`config.mk`:
```
export PLATFORM = sky130hd
export DESIGN_NAME = exec_unit_flat
export DESIGN_NICKNAME = d
export VERILOG_FILES = /design/src/rtl/exec_unit_if.sv /design/src/rtl/exec_unit.sv /design/src/flat_wrapper.sv
export SDC_FILE = /design/constraint.sdc
export NUM_CORES = 1
export LEC_CHECK = 0
export ABC_AREA = 1
export CELL_PAD_IN_SITES_DETAIL_PLACEMENT = 1
export CELL_PAD_IN_SITES_GLOBAL_PLACEMENT = 1
export CORE_ASPECT_RATIO = 1.75
export CORE_MARGIN = 2
export CORE_UTILIZATION = 39
export DETAILED_ROUTE_END_ITERATION = 12
export HOLD_SLACK_MARGIN = 0.02
export PLACE_DENSITY = 0.82
export SYNTH_ARGS = -nofsm -noshare
export SYNTH_HDL_FRONTEND = slang
export SYNTH_SLANG_ARGS = --single-unit
export TNS_END_PERCENT = 5
```
`constraint.sdc`:
```
create_clock -name i_CLK -period 2.55 [get_ports i_CLK]
set_clock_uncertainty 0.05 [all_clocks]
set_input_delay 0.3825 -clock i_CLK [delete_from_list [all_inputs] [get_ports i_CLK]]
set_output_delay 0.3825 -clock i_CLK [all_outputs]
set_load 0.01 [all_outputs]
```
`src/rtl/exec_unit_if.sv`:
```
// Request / write-back bundle between the register file and the execute stage.
// The bench drives the request side as master; exec_unit is the slave.
interface exec_unit_if #(
  parameter int DATA_WIDTH = 8,
  parameter int ADDR_WIDTH = 5
);
  logic                  i_start;
  logic [2:0]            i_op;
  logic [DATA_WIDTH-1:0] i_data0;
  logic [DATA_WIDTH-1:0] i_data1;
  logic [ADDR_WIDTH-1:0] i_dst;
  logic                  o_busy;
  logic                  o_wr_en;
  logic [ADDR_WIDTH-1:0] o_wr_addr;
  logic [DATA_WIDTH-1:0] o_wr_data;
  logic                  o_zero;
  logic                  o_carry;

  modport master (
    output i_start, i_op, i_data0, i_data1, i_dst,
    input  o_busy, o_wr_en, o_wr_addr, o_wr_data, o_zero, o_carry
  );

  modport slave (
    input  i_start, i_op, i_data0, i_data1, i_dst,
    output o_busy, o_wr_en, o_wr_addr, o_wr_data, o_zero, o_carry
  );
endinterface

```
`src/rtl/exec_unit.sv`:
```
// Multi-cycle execute stage behind the register file. Single-cycle ALU ops
// finish one edge after start; MUL runs a DATA_WIDTH-step shift-add loop.
// The result is written back as a one-cycle pulse; register 0 is never written.
module exec_unit #(
  parameter int DATA_WIDTH = 8,
  parameter int ADDR_WIDTH = 5
) (
  input logic        i_CLK,
  input logic        i_RSTn,
  exec_unit_if.slave bus
);

  localparam int CNT_W = (DATA_WIDTH > 1) ? $clog2(DATA_WIDTH) : 1;
  localparam logic [CNT_W-1:0] CNT_LAST = CNT_W'(DATA_WIDTH - 1);

  localparam logic [2:0] OP_ADD = 3'b000;
  localparam logic [2:0] OP_SUB = 3'b001;
  localparam logic [2:0] OP_AND = 3'b010;
  localparam logic [2:0] OP_OR  = 3'b011;
  localparam logic [2:0] OP_XOR = 3'b100;
  localparam logic [2:0] OP_SHL = 3'b101;
  localparam logic [2:0] OP_SHR = 3'b110;
  localparam logic [2:0] OP_MUL = 3'b111;

  typedef enum logic [1:0] {
    S_IDLE = 2'd0,
    S_CALC = 2'd1,
    S_WB   = 2'd2
  } state_t;

  state_t state_q, state_d;

  logic [2:0]              op_q;
  logic [DATA_WIDTH-1:0]   a_q;
  logic [DATA_WIDTH-1:0]   b_q;       // also the MUL multiplier, shifted right per step
  logic [ADDR_WIDTH-1:0]   dst_q;
  logic [2*DATA_WIDTH-1:0] mcand_q;   // multiplicand, shifted left per step
  logic [2*DATA_WIDTH-1:0] acc_q;     // partial product
  logic [CNT_W-1:0]        cnt_q;

  logic                    wr_en_q;
  logic [ADDR_WIDTH-1:0]   wr_addr_q;
  logic [DATA_WIDTH-1:0]   wr_data_q;
  logic                    zero_q;
  logic                    carry_q;

  logic load, step, finish;

  logic [DATA_WIDTH:0]     alu_wide;
  logic [DATA_WIDTH-1:0]   alu_res;
  logic                    alu_c;
  logic [2*DATA_WIDTH-1:0] prod_next;

  // Next partial product; on the last MUL step this is the full product.
  always_comb begin
    prod_next = acc_q + (b_q[0] ? mcand_q : '0);
  end

  // Result and carry/borrow/overflow for the latched op.
  always_comb begin
    alu_wide = '0;
    alu_res  = '0;
    alu_c    = 1'b0;
    unique case (op_q)
      OP_ADD: begin
        alu_wide = {1'b0, a_q} + {1'b0, b_q};
        alu_res  = alu_wide[DATA_WIDTH-1:0];
        alu_c    = alu_wide[DATA_WIDTH];
      end
      OP_SUB: begin
        // Top bit of the widened difference is the borrow (A < B unsigned).
        alu_wide = {1'b0, a_q} - {1'b0, b_q};
        alu_res  = alu_wide[DATA_WIDTH-1:0];
        alu_c    = alu_wide[DATA_WIDTH];
      end
      OP_AND: alu_res = a_q & b_q;
      OP_OR:  alu_res = a_q | b_q;
      OP_XOR: alu_res = a_q ^ b_q;
      OP_SHL: begin
        alu_res = a_q << 1;
        alu_c   = a_q[DATA_WIDTH-1];
      end
      OP_SHR: begin
        alu_res = a_q >> 1;
        alu_c   = a_q[0];
      end
      OP_MUL: begin
        alu_res = prod_next[DATA_WIDTH-1:0];
        alu_c   = |prod_next[2*DATA_WIDTH-1:DATA_WIDTH];
      end
      default: alu_res = '0;
    endcase
  end

  // Control state register.
  always_ff @(posedge i_CLK or negedge i_RSTn) begin
    if (!i_RSTn) state_q <= S_IDLE;
    else         state_q <= state_d;
  end

  // Next-state logic and datapath strobes.
  always_comb begin
    state_d = state_q;
    load    = 1'b0;
    step    = 1'b0;
    finish  = 1'b0;
    unique case (state_q)
      S_IDLE: begin
        if (bus.i_start) begin
          load    = 1'b1;
          state_d = S_CALC;
        end
      end
      S_CALC: begin
        if (op_q != OP_MUL || cnt_q == CNT_LAST) begin
          finish  = 1'b1;
          state_d = S_WB;
        end else begin
          step = 1'b1;
        end
      end
      S_WB:    state_d = S_IDLE;   // a start seen on this edge is dropped
      default: state_d = S_IDLE;
    endcase
  end

  // Operand latch and shift-add iteration.
  always_ff @(posedge i_CLK or negedge i_RSTn) begin
    if (!i_RSTn) begin
      op_q    <= '0;
      a_q     <= '0;
      b_q     <= '0;
      dst_q   <= '0;
      mcand_q <= '0;
      acc_q   <= '0;
      cnt_q   <= '0;
    end else if (load) begin
      op_q    <= bus.i_op;
      a_q     <= bus.i_data0;
      b_q     <= bus.i_data1;
      dst_q   <= bus.i_dst;
      mcand_q <= {{DATA_WIDTH{1'b0}}, bus.i_data0};
      acc_q   <= '0;
      cnt_q   <= '0;
    end else if (step) begin
      acc_q   <= prod_next;
      mcand_q <= mcand_q << 1;
      b_q     <= b_q >> 1;
      cnt_q   <= cnt_q + 1'b1;
    end
  end

  // Write-back port and flags, loaded on WB entry; port idles at zero.
  always_ff @(posedge i_CLK or negedge i_RSTn) begin
    if (!i_RSTn) begin
      wr_en_q   <= 1'b0;
      wr_addr_q <= '0;
      wr_data_q <= '0;
      zero_q    <= 1'b0;
      carry_q   <= 1'b0;
    end else begin
      if (finish && dst_q != '0) begin
        wr_en_q   <= 1'b1;
        wr_addr_q <= dst_q;
        wr_data_q <= alu_res;
      end else begin
        wr_en_q   <= 1'b0;
        wr_addr_q <= '0;
        wr_data_q <= '0;
      end
      if (finish) begin
        zero_q  <= (alu_res == '0);
        carry_q <= alu_c;
      end
    end
  end

  assign bus.o_busy    = (state_q != S_IDLE);
  assign bus.o_wr_en   = wr_en_q;
  assign bus.o_wr_addr = wr_addr_q;
  assign bus.o_wr_data = wr_data_q;
  assign bus.o_zero    = zero_q;
  assign bus.o_carry   = carry_q;

endmodule
```
`src/flat_wrapper.sv`:
```
// flat-port wrapper written by rule: the top's interface ports become plain ports
module exec_unit_flat 
#(
  parameter int DATA_WIDTH = 8,
  parameter int ADDR_WIDTH = 5
)
  (i_CLK, i_RSTn, bus_i_start, bus_i_op, bus_i_data0, bus_i_data1, bus_i_dst, bus_o_busy, bus_o_wr_en, bus_o_wr_addr, bus_o_wr_data, bus_o_zero, bus_o_carry);
  exec_unit_if #(.DATA_WIDTH(DATA_WIDTH), .ADDR_WIDTH(ADDR_WIDTH)) bus_i ();
  input logic i_CLK;
  input logic i_RSTn;
  input wire logic [$bits(bus_i.i_start)-1:0] bus_i_start;
  input wire logic [$bits(bus_i.i_op)-1:0] bus_i_op;
  input wire logic [$bits(bus_i.i_data0)-1:0] bus_i_data0;
  input wire logic [$bits(bus_i.i_data1)-1:0] bus_i_data1;
  input wire logic [$bits(bus_i.i_dst)-1:0] bus_i_dst;
  output wire logic [$bits(bus_i.o_busy)-1:0] bus_o_busy;
  output wire logic [$bits(bus_i.o_wr_en)-1:0] bus_o_wr_en;
  output wire logic [$bits(bus_i.o_wr_addr)-1:0] bus_o_wr_addr;
  output wire logic [$bits(bus_i.o_wr_data)-1:0] bus_o_wr_data;
  output wire logic [$bits(bus_i.o_zero)-1:0] bus_o_zero;
  output wire logic [$bits(bus_i.o_carry)-1:0] bus_o_carry;
  assign bus_i.i_start = bus_i_start;
  assign bus_i.i_op = bus_i_op;
  assign bus_i.i_data0 = bus_i_data0;
  assign bus_i.i_data1 = bus_i_data1;
  assign bus_i.i_dst = bus_i_dst;
  assign bus_o_busy = bus_i.o_busy;
  assign bus_o_wr_en = bus_i.o_wr_en;
  assign bus_o_wr_addr = bus_i.o_wr_addr;
  assign bus_o_wr_data = bus_i.o_wr_data;
  assign bus_o_zero = bus_i.o_zero;
  assign bus_o_carry = bus_i.o_carry;
  exec_unit #(.DATA_WIDTH(DATA_WIDTH), .ADDR_WIDTH(ADDR_WIDTH)) u_core (.i_CLK(i_CLK), .i_RSTn(i_RSTn), .bus(bus_i));
endmodule
```
==> reports/qor.yml, run 1 <==
detailed_routing:
  drc: 0
  wirelength_um: 18000
  wl_per_cell_um: 19.2
  firstDrtPassIters: 4
  viasPerCell: 5.39
  antenna_left: 0
  drtIter0Drc: 189
  vias: 5043
worst_setup_path:
  endpoint: "u_core.bus.o_zero"
  crit_path_end_kind: "flip-flop"
  r2r_slack_ns: 0.1
  start_kind: "flip-flop"
  crit_type: "reg2reg"
  ff2ff_path_depth: 14
  worstPathMaxFanout: 5
  critPathLaunch: "u_core.b_q[0]"
  required_ns: 2.78
  regToRegEndpoint: "u_core.bus.o_zero"
  reg2reg_from: "u_core.b_q[0]"
  worst_ep_arrival_time_ns: 2.69
placed_design:
  placed_cell_area_mm2: 0.00584
  place_congestion: 0.909
  dp_hpwl_um: 13600
  io_buffers: 43
  preCtsSetupSlack_ns: -0.122
  dp_cells: 918
clock_network:
  clock-sinks: 77
  clk_pin_slew_ns: 0.06
  cts_tree: "yes"
  clock_latency_ns: 0.34
  cts_buffer_depth: 2
  htree_levels: 3
  cts-root-buf: "clkbuf_16"
  cts_made_buffers: 9
final_layout:
  drive_gt1_share_pct: 12.8
  nFillCells: 1668
  finalInstanceArea_mm2: 0.00636
  syn2layout_area_growth_pct: 22.5
  fin_nets: 831
  final_cells: 936
  diodes: 0
run_status:
  status: "completed"
synthesis:
  synth_cells: 708
  ys_seq_elements: 77
  synth_most_common_cell: "nand2_1"
  synth_edf_count: 0
  yosysTopAreaCellShare_pct: 37.1
  synth_cell_types: 39
  syn-num-nets: 779
  synth_warnings: 0
  avgSynthCellArea_um2: 7.34
  netlist_area_mm2: 0.00519
  synthArstFlopShare_pct: 100
  netlist_top_cells_count: "198 x nand2_1, 118 x inv_1, 77 x dfrtp_1"
  ys.flop_type: "dfrtp_1"
  yosysTopAreaCell: "dfrtp_1"
  yosysSeqAreaShare_pct: 37.1
  synthTopCellsByArea: "dfrtp_1 37%, nand2_1 14%, ha_1 9.9%"
power_and_ir_drop:
  ir_drop_v: 0.000862
  p_leak_nw: 3.24
  p_per_area_mw_per_mm2: 1110
timing:
  setup-violations-final: 0
  tightest_slew_ns: 1.01
  max_freq_mhz: 407
  hold_viol_final: 0
  slew_headroom_pct: 32.5
  period_share_pct: 96.3
  period_needed_ns: 2.45
  layout_setup_ws_ns: 0.0952
  drv_slew: 0
min_path:
  hp-class: "in2async"
die:
  die_w_um: 91.2
  die_h_um: 157
  core-area_mm2: 0.0129
  start_util_pct: 40.1
  ioPinCount: 44
  core.rowCount: 55
  die_area_mm2: 0.0143
grt:
  antenna_found_initial: 0
  grt_pass1_vias: 5657
  grt_max_degree: 78
  track_usage_pct: 25.6
  gr-total-overflow: 0
  grt_first_pass_wirelength_um: 28300
run:
  maxCapViolations: 0
==> worst max-delay path, cell delays in order (launching register included) <==
cell     delay, ns
dfrtp_2       0.44
nand2_1       0.08
inv_1         0.05
ha_2          0.21
fa_2          0.38
buf_4         0.15
xnor2_1       0.19
nor2_1        0.08
nor2_1        0.11
nand4_1       0.14
nand2_1       0.17
nand3_1       0.09
nor2_1        0.10
nand4_1       0.08
nand2_1       0.08
==> power by group <==
group	total (W)	internal, W	switching (W)
Sequential	0.00187	0.00159	0.000288
Combinational	0.00395	0.00139	0.00256
Clock	0.00125	0.000672	0.000573
==> area by class of cell <==
cell class	instances	area (um^2)	area share [%]
clock inverter	7	55.1	0.865
multi-input combinational	490	2930	46.1
sequential	77	1930	30.3
timing repair buffer	59	548	8.61
inverter	123	462	7.25
clock buffer	9	225	3.54
tap	171	214	3.36
==> per-stage QoR <==
step / hold WS [ns] / power [W] / utilization (%) / TNS, ns
2_1_floorplan: 0.0369 / 0.00421 / - / 0
3_3_place_gp: 0.425 / 0.00553 / 45.2 / -0.00565
3_5_place_dp: 0.435 / 0.00565 / 45.2 / -0.233
4_1_cts: 0.198 / 0.00696 / 47.4 / 0
5_1_grt: 0.232 / 0.00759 / 49.2 / -0.0798
6_report: 0.151 / 0.00707 / 49.2 / 0
==> cells by family (layout without fill, tap and decap cells) <==
kind of cell	count (synthesis)	in the layout	share of synthesized area, %
compound gates	111	111	13.4
flops	77	77	37.1
xor+xnor	7	7	1.18
buf+inv	141	198	10.7
fa+ha+maj	44	44	11.0
simple gates	328	328	26.6
==> cells in the final DEF, fill, tap and decap left out, types with 2 or more instances in the layout <==
cell               n
nor3_1             3
o21bai_1           3
nand3_1           37
a21oi_1           19
and2_1             3
ha_2               9
ha_1              24
xor2_1             5
nand3_2            6
nor2_4             2
inv_2              5
nor2_1            51
o211ai_1           3
fa_2               2
clkdlybuf4s50_1   42
inv_6              4
a22o_1             6
o21ai_1            4
dfrtp_1           76
nand3b_1           2
nand2_1          186
buf_4             17
a32o_1             4
nor2_2             9
o21ai_0           37
o221ai_1          15
or2_2              3
nand4_1           11
a31oi_1            3
inv_1            118
clkinvlp_4         2
a21oi_2            3
ha_4               8
o22ai_1           12
nand2_2           13
clkbuf_16          9
==> worst min-delay path by stage <==
stage | to | slack (ns) | cells after the start
after floorplan | u_core.a_q[0] | 0.04 | 0
after global placement | u_core.cnt_q[0] | 0.43 | 1
after detailed placement | u_core.acc_q[8] | 0.44 | 2
after CTS | u_core.b_q[3] | 0.20 | 1
after global routing | u_core.b_q[3] | 0.23 | 1
final | u_core.b_q[3] | 0.15 | 1
==> layer usage <==
metal | vias up | share of wire (%) | GRT usage, %
li1 | 2376 | - | -
met1 | 2486 | 35 | 24.6
met2 | 119 | 57 | 51.0
met3 | 62 | 2.4 | 2.50
met4 | 0 | 5.5 | 15.7
met5 | - | 0 | 0
==> flip-flops by register name (all words and copies together) (netlist names), 5 cells and up <==
name	count
u_core.acc_q	16
u_core.dst_q	5
u_core.mcand_q	16
u_core.a_q	8
u_core.b_q	8
u_core.bus.o_wr_addr	5
u_core.bus.o_wr_data	8
==> what timing repair did <==
action	CTS	global route
pin swaps	0	2
hold buffers	0	0
gates resized for setup	2	50
buffers inserted	1	1
setup endpoints to repair	2	3
Note: power is estimated with default switching activity, not from simulation.
==> run 2, diff against run 1 <==
Settings changed: CORE_ASPECT_RATIO 1.75 to 0.8.
==> reports/qor.yml, run 2 (synthesis results as in run 1) <==
grt:
  met3_usage_pct: 5.72  # +3.2 points
  grt_use_met2_pct: 39.0  # -12 points
  track_usage_pct: 25.3  # -0.32 points
  grt_first_pass_wirelength_um: 27900  # -1.4%
  grt_max_degree: 52  # -33%
  grtUsageMet1_pct: 35.3  # +11 points
  grt_pass1_vias: 5271  # -6.8%
  gr-total-overflow: 0  # unchanged
  busiest_layer: "met2"
  antenna_found_initial: 0  # unchanged
worst_setup_path:
  crit_path_end_kind: "flip-flop"
  slowest_delay_ns: 0.45  # about the same
  r2r_slack_ns: 0.09  # about the same
  crit_type: "reg2reg"
  start_kind: "flip-flop"
  required_ns: 2.74  # -0.04 ns
  reg2reg_from: "u_core.b_q[0]"
  critPathTopFamily: "simple AND/OR/NAND/NOR gates"
  critical_path_depth: 18  # +4
  critPathLaunch: "u_core.b_q[0]"
  regToRegEndpoint: "u_core.bus.o_carry"
  cp_common_cell: "nand2_1"
  ff2ff_path_depth: 18  # +4
  endpoint: "u_core.bus.o_carry"
  crit_buf_inv: 1  # -1
  worst_ep_arrival_time_ns: 2.64  # -0.05 ns
  worstPathMaxFanout: 6  # +1
  critPathSlowestCell: "dfrtp_2"
  worstPathCellList: "nand2_1 -> inv_1 -> ha_2 -> fa_2 -> nand2_2 -> nand2_1 -> nand3_2 -> nand2_4 -> nand2_2 -> nand3b_1 -> nand2_1 -> nand2_1 -> nor2_1 -> nand2_1 -> nand2_1 -> nand2_1 -> nand2_1 -> nand2_1"
min_path:
  hp-class: "reg2reg"
  min_path_cells: 2
die:
  start_util_pct: 40.2  # +0.066 points
  core-area_mm2: 0.0129  # -0.16%
  die_h_um: 107  # -32%
  ioPinCount: 44  # unchanged
  die_area_mm2: 0.0143  # -0.22%
  core.rowCount: 37  # -33%
  die_w_um: 133  # +46%
clock_network:
  clk_pin_slew_ns: 0.06  # about the same
  cts_buffer_depth: 2  # unchanged
  clock_latency_ns: 0.35  # about the same
  cts_made_buffers: 9  # unchanged
  clock-sinks: 77  # unchanged
  cts-root-buf: "clkbuf_16"
  cts_tree: "yes"
  htree_levels: 3  # unchanged
detailed_routing:
  firstDrtPassIters: 5  # +1
  wirelength_um: 17700  # -1.5%
  wl_per_cell_um: 18.9  # -1.8%
  antenna_left: 0  # unchanged
  vias: 5093  # +0.99%
  drc: 0  # unchanged
  viasPerCell: 5.42  # +0.67%
  drtIter0Drc: 328  # +74%
timing:
  period_needed_ns: 2.46  # +0.00142 ns
  tightest_slew_ns: 0.643  # -0.370 ns
  max_freq_mhz: 407  # about the same
  layout_setup_ws_ns: 0.0938  # -0.00142 ns
  slew_headroom_pct: 56.9  # +24 points
  period_share_pct: 96.3  # about the same
  hold_viol_final: 0  # unchanged
  setup-violations-final: 0  # unchanged
  tns_ns: 0  # unchanged
  drv_slew: 0  # unchanged
placed_design:
  place_congestion: 0.973  # +7.1%
  dp_cells: 919  # +0.11%
  io_buffers: 43  # unchanged
  placed_cell_area_mm2: 0.00584  # about the same
  dp_hpwl_um: 13000  # -4.7%
  preCtsSetupSlack_ns: -0.0594  # +0.0625 ns
final_layout:
  final_cells: 939  # +0.32%
  top_regs: "u_core.acc_q x16, u_core.mcand_q x16"
  finalInstanceArea_mm2: 0.00645  # +1.4%
  syn2layout_area_growth_pct: 24.2
  drive_gt1_share_pct: 12.4  # -0.38 points
  layout_common_cells: "181 x nand2_1, 118 x inv_1, 76 x dfrtp_1"
  final_util_pct: 49.9  # +0.75 points
  layout_commonest_cell: "nand2_1"
  diodes: 0  # unchanged
  fin_nets: 831  # unchanged
run_status:
  status: "completed"
power_and_ir_drop:
  p_per_area_mw_per_mm2: 1110  # -0.15%
  p_leak_nw: 3.27  # +0.89%
  ir_drop_v: 0.000652  # -24%
run:
  maxCapViolations: 0  # unchanged
==> run 2: changes by cell type in the layout (fill, tap and decap cells not counted), moves of 2 or more <==
| cell | delta |
|---|---|
| nor2_4 | +3 |
| nand2_1 | -5 |
| buf_4 | -3 |
| nor2_2 | -3 |
| ha_4 | +3 |
| inv_6 | -2 |
| ha_1 | +3 |
| nand2_2 | +4 |
| ha_2 | -6 |
| nand3_2 | -2 |
| nand3_1 | +2 |
==> run 2: worst min-delay path, cell delays in order, from the launching register on <==
cell     delay (ns)
dfrtp_1        0.35
nand2_1        0.06
nand2_1        0.05
==> run 2: cell type report <==
class                      instances  area, um^2
clock buffer                       9         225
tap                              175         219
fill                            1585        6460
inverter                         123         462
clock inverter                     6        71.3
sequential                        77        1930
timing repair buffer              59         571
multi-input combinational        490        2980
==> run 2: worst min path at each step <==
| stage | from | endpoint | slack, ns |
|---|---|---|---|
| after floorplan | i_RSTn | u_core.a_q[0] | 0.04 |
| after global placement | i_RSTn | u_core.a_q[2] | 0.27 |
| after detailed placement | i_RSTn | u_core.a_q[2] | 0.28 |
| after CTS | u_core.bus.o_zero | u_core.bus.o_zero | 0.45 |
| after global routing | u_core.bus.o_zero | u_core.bus.o_zero | 0.48 |
| final | u_core.bus.o_zero | u_core.bus.o_zero | 0.44 |
==> run 2: what timing repair did <==
action	CTS	global route
pin swaps	0	4
setup endpoints to repair	3	5
buffers inserted	0	4
resized for setup	5	57
hold endpoints to repair	26	0
hold buffers	1	0
==> run 2: stage by stage <==
stage | power, W | hold slack, ns
finish | 0.00716 | 0.441
global route | 0.00768 | 0.479
CTS | 0.00695 | 0.445
detailed placement | 0.00553 | 0.282
global placement | 0.00540 | 0.272
floorplan | 0.00421 | 0.0369
==> run 2: power breakdown <==
| group | total (W) | internal [W] | switching, W |
|---|---|---|---|
| clock | 0.00133 | 0.000762 | 0.000569 |
| sequential | 0.00187 | 0.00159 | 0.000284 |
| combinational | 0.00396 | 0.00138 | 0.00257 |
| total | 0.00716 | 0.00373 | 0.00343 |
==> run 2: metal layers <==
layer / vias to the layer above / share of wire [%]
met5: - / 0
met3: 33 / 6.6
met2: 183 / 45
met1: 2495 / 46
met4: 0 / 2.6
li1: 2382 / -
==> run 3, diff against run 2 <==
Settings changed: CORE_MARGIN 2 to unset.
==> reports/qor.yml, run 3 (synthesis results as in run 1) <==
detailed_routing:
  vias: 4983  # -2.2%
  firstDrtPassIters: 5  # unchanged
  drc: 0  # unchanged
  wl_per_cell_um: 19.0  # +0.50%
  wirelength_um: 17800  # +0.18%
  drtIter0Drc: 358  # +9.1%
  antenna_left: 0  # unchanged
  viasPerCell: 5.32  # -1.8%
placed_design:
  io_buffers: 43  # unchanged
  place_congestion: 0.937  # -3.8%
  dp_cells: 920  # +0.11%
  placed_cell_area_mm2: 0.00583  # about the same
  dp_hpwl_um: 13400  # +3.4%
  preCtsSetupSlack_ns: -0.0629  # -0.00347 ns
run_status:
  status: "finished with violations"
  violations: "hold timing"
power_and_ir_drop:
  p_leak_nw: 3.24  # -0.90%
  ir_drop_v: 0.000544  # -17%
  p_per_area_mw_per_mm2: 1130  # +1.5%
run:
  maxCapViolations: 0  # unchanged
grt:
  grt_pass1_vias: 5182  # -1.7%
  antenna_found_initial: 0  # unchanged
  gr-total-overflow: 0  # unchanged
  grt_max_degree: 43  # -17%
  track_usage_pct: 27.0  # +1.7 points
  grt_first_pass_wirelength_um: 27900  # about the same
die:
  core-area_mm2: 0.0129  # unchanged
  ioPinCount: 44  # unchanged
  die_w_um: 131  # -1.5%
  die_area_mm2: 0.0138  # -3.3%
  die_h_um: 105  # -1.9%
  start_util_pct: 40.2  # unchanged
  core.rowCount: 37  # unchanged
clock_network:
  post_cts.repair.setup_buffers: 0  # unchanged
  clock-sinks: 77  # unchanged
  htree_levels: 3  # unchanged
  cts_tree: "yes"
  cts-root-buf: "clkbuf_16"
  clk_pin_slew_ns: 0.07  # about the same
  cts_hold_buf: 0  # -1
  cts_made_buffers: 9  # unchanged
  cts_buffer_depth: 2  # unchanged
  clock_latency_ns: 0.35  # about the same
worst_setup_path:
  critPathLaunch: "u_core.b_q[0]"
  worstPathMaxFanout: 13  # +7
  ff2ff_path_depth: 18  # unchanged
  crit_path_end_kind: "flip-flop"
  crit_type: "reg2reg"
  reg2reg_from: "u_core.b_q[0]"
  start_kind: "flip-flop"
  r2r_slack_ns: 0.03  # -0.06 ns
  required_ns: 2.74  # about the same
  worst_ep_arrival_time_ns: 2.71  # +0.07 ns
  endpoint: "u_core.bus.o_carry"
  regToRegEndpoint: "u_core.bus.o_carry"
final_layout:
  finalInstanceArea_mm2: 0.00626  # -2.9%
  diodes: 0  # unchanged
  syn2layout_area_growth_pct: 20.6
  fin_nets: 827  # -0.48%
  drive_gt1_share_pct: 9.46  # -3.0 points
  layout_common_cells: "192 x nand2_1, 118 x inv_1, 76 x dfrtp_1"
  top_regs: "u_core.acc_q x16, u_core.mcand_q x16"
  layout_commonest_cell: "nand2_1"
  nFillCells: 1603  # +1.1%
  final_cells: 936  # -0.32%
timing:
  setup-violations-final: 0  # unchanged
  slew_headroom_pct: 50.8  # -6.2 points
  hold_ws_ns: -0.00526  # -0.446 ns
  tns_ns: 0  # unchanged
  layout_setup_ws_ns: 0.0303  # -0.0635 ns
  rsz0062_at_grt: "true"
  drv_slew: 0  # unchanged
  tightest_slew_ns: 0.735  # +0.0922 ns
  period_share_pct: 98.8  # +2.5 points
  max_freq_mhz: 397  # -2.5%
  period_needed_ns: 2.52  # +0.0635 ns
  hold_viol_final: 3  # +3
min_path:
  hp-class: "in2async"
==> run 3: changes by cell type in the layout (fill, tap and decap cells not counted), sizes merged <==
cell / change
buf: -3
bufinv: -1
clkbuf: +1
clkinv: +1
dlygate4sd3: -1
==> run 3: stage by stage <==
stage / hold slack (ns) / power (W) / utilization (%)
after floorplan: 0.0369 / 0.00421 / -
after global placement: 0.380 / 0.00539 / 45.2
after detailed placement: 0.388 / 0.00554 / 45.2
after CTS: 0.0246 / 0.00688 / 47.7
after global routing: 0.0428 / 0.00756 / 48.5
final: -0.00526 / 0.00705 / 48.5
==> run 3: metal layers <==
layer  global-route usage, %  share of wire (%)  routed length [um]  vias to the layer above
met4                    7.14                1.4                 242                        0
met1                    38.9                 47                8370                     2464
li1                        -                  -                   -                     2367
met3                    4.97                5.2                 920                       22
met2                    41.2                 46                8230                      130
met5                       0                  0                   0                        -
==> run 3: critical path, cell delays in order, from the launching register on <==
cell	delay, ns
dfrtp_2	0.46
buf_6	0.17
nand2_1	0.07
inv_1	0.06
ha_2	0.38
nand2_1	0.13
nor2_4	0.17
and2_1	0.18
nand2_1	0.09
nand2_1	0.07
nand2_1	0.05
nand2_1	0.09
nand2_1	0.06
nor2_1	0.12
nand2_1	0.07
nand2_1	0.06
nand2_1	0.05
nand2_1	0.05
nand2_1	0.04
==> run 3: report_power, final <==
| part | internal, W | switching [W] |
|---|---|---|
| Sequential | 0.00159 | 0.000285 |
| Clock | 0.000704 | 0.000583 |
| Combinational | 0.00132 | 0.00257 |
==> run 3: worst min-delay path by stage <==
stage | start | end | slack (ns) | cells past startpoint
after global routing | i_RSTn | u_core.acc_q[10] | 0.04 | 1
after detailed placement | i_RSTn | u_core.acc_q[10] | 0.39 | 1
final | i_RSTn | u_core.acc_q[10] | -0.005 | 1
after global placement | i_RSTn | u_core.acc_q[10] | 0.38 | 1
after CTS | i_RSTn | u_core.acc_q[10] | 0.02 | 1
after floorplan | i_RSTn | u_core.a_q[0] | 0.04 | 0
==> run 3: cell type report <==
class                      instances  area (um^2)  area share [%]
multi-input combinational        490         2840            45.3
sequential                        77         1930            30.8
timing repair buffer              55          522            8.33
inverter                         123          462            7.37
clock buffer                      10          239            3.82
tap                              175          219            3.50
clock inverter                     6         55.1           0.879
==> run 3: timing repair <==
item	in CTS	in global routing
setup endpoints to repair	3	29
resized for setup	9	25
pin swaps	0	1
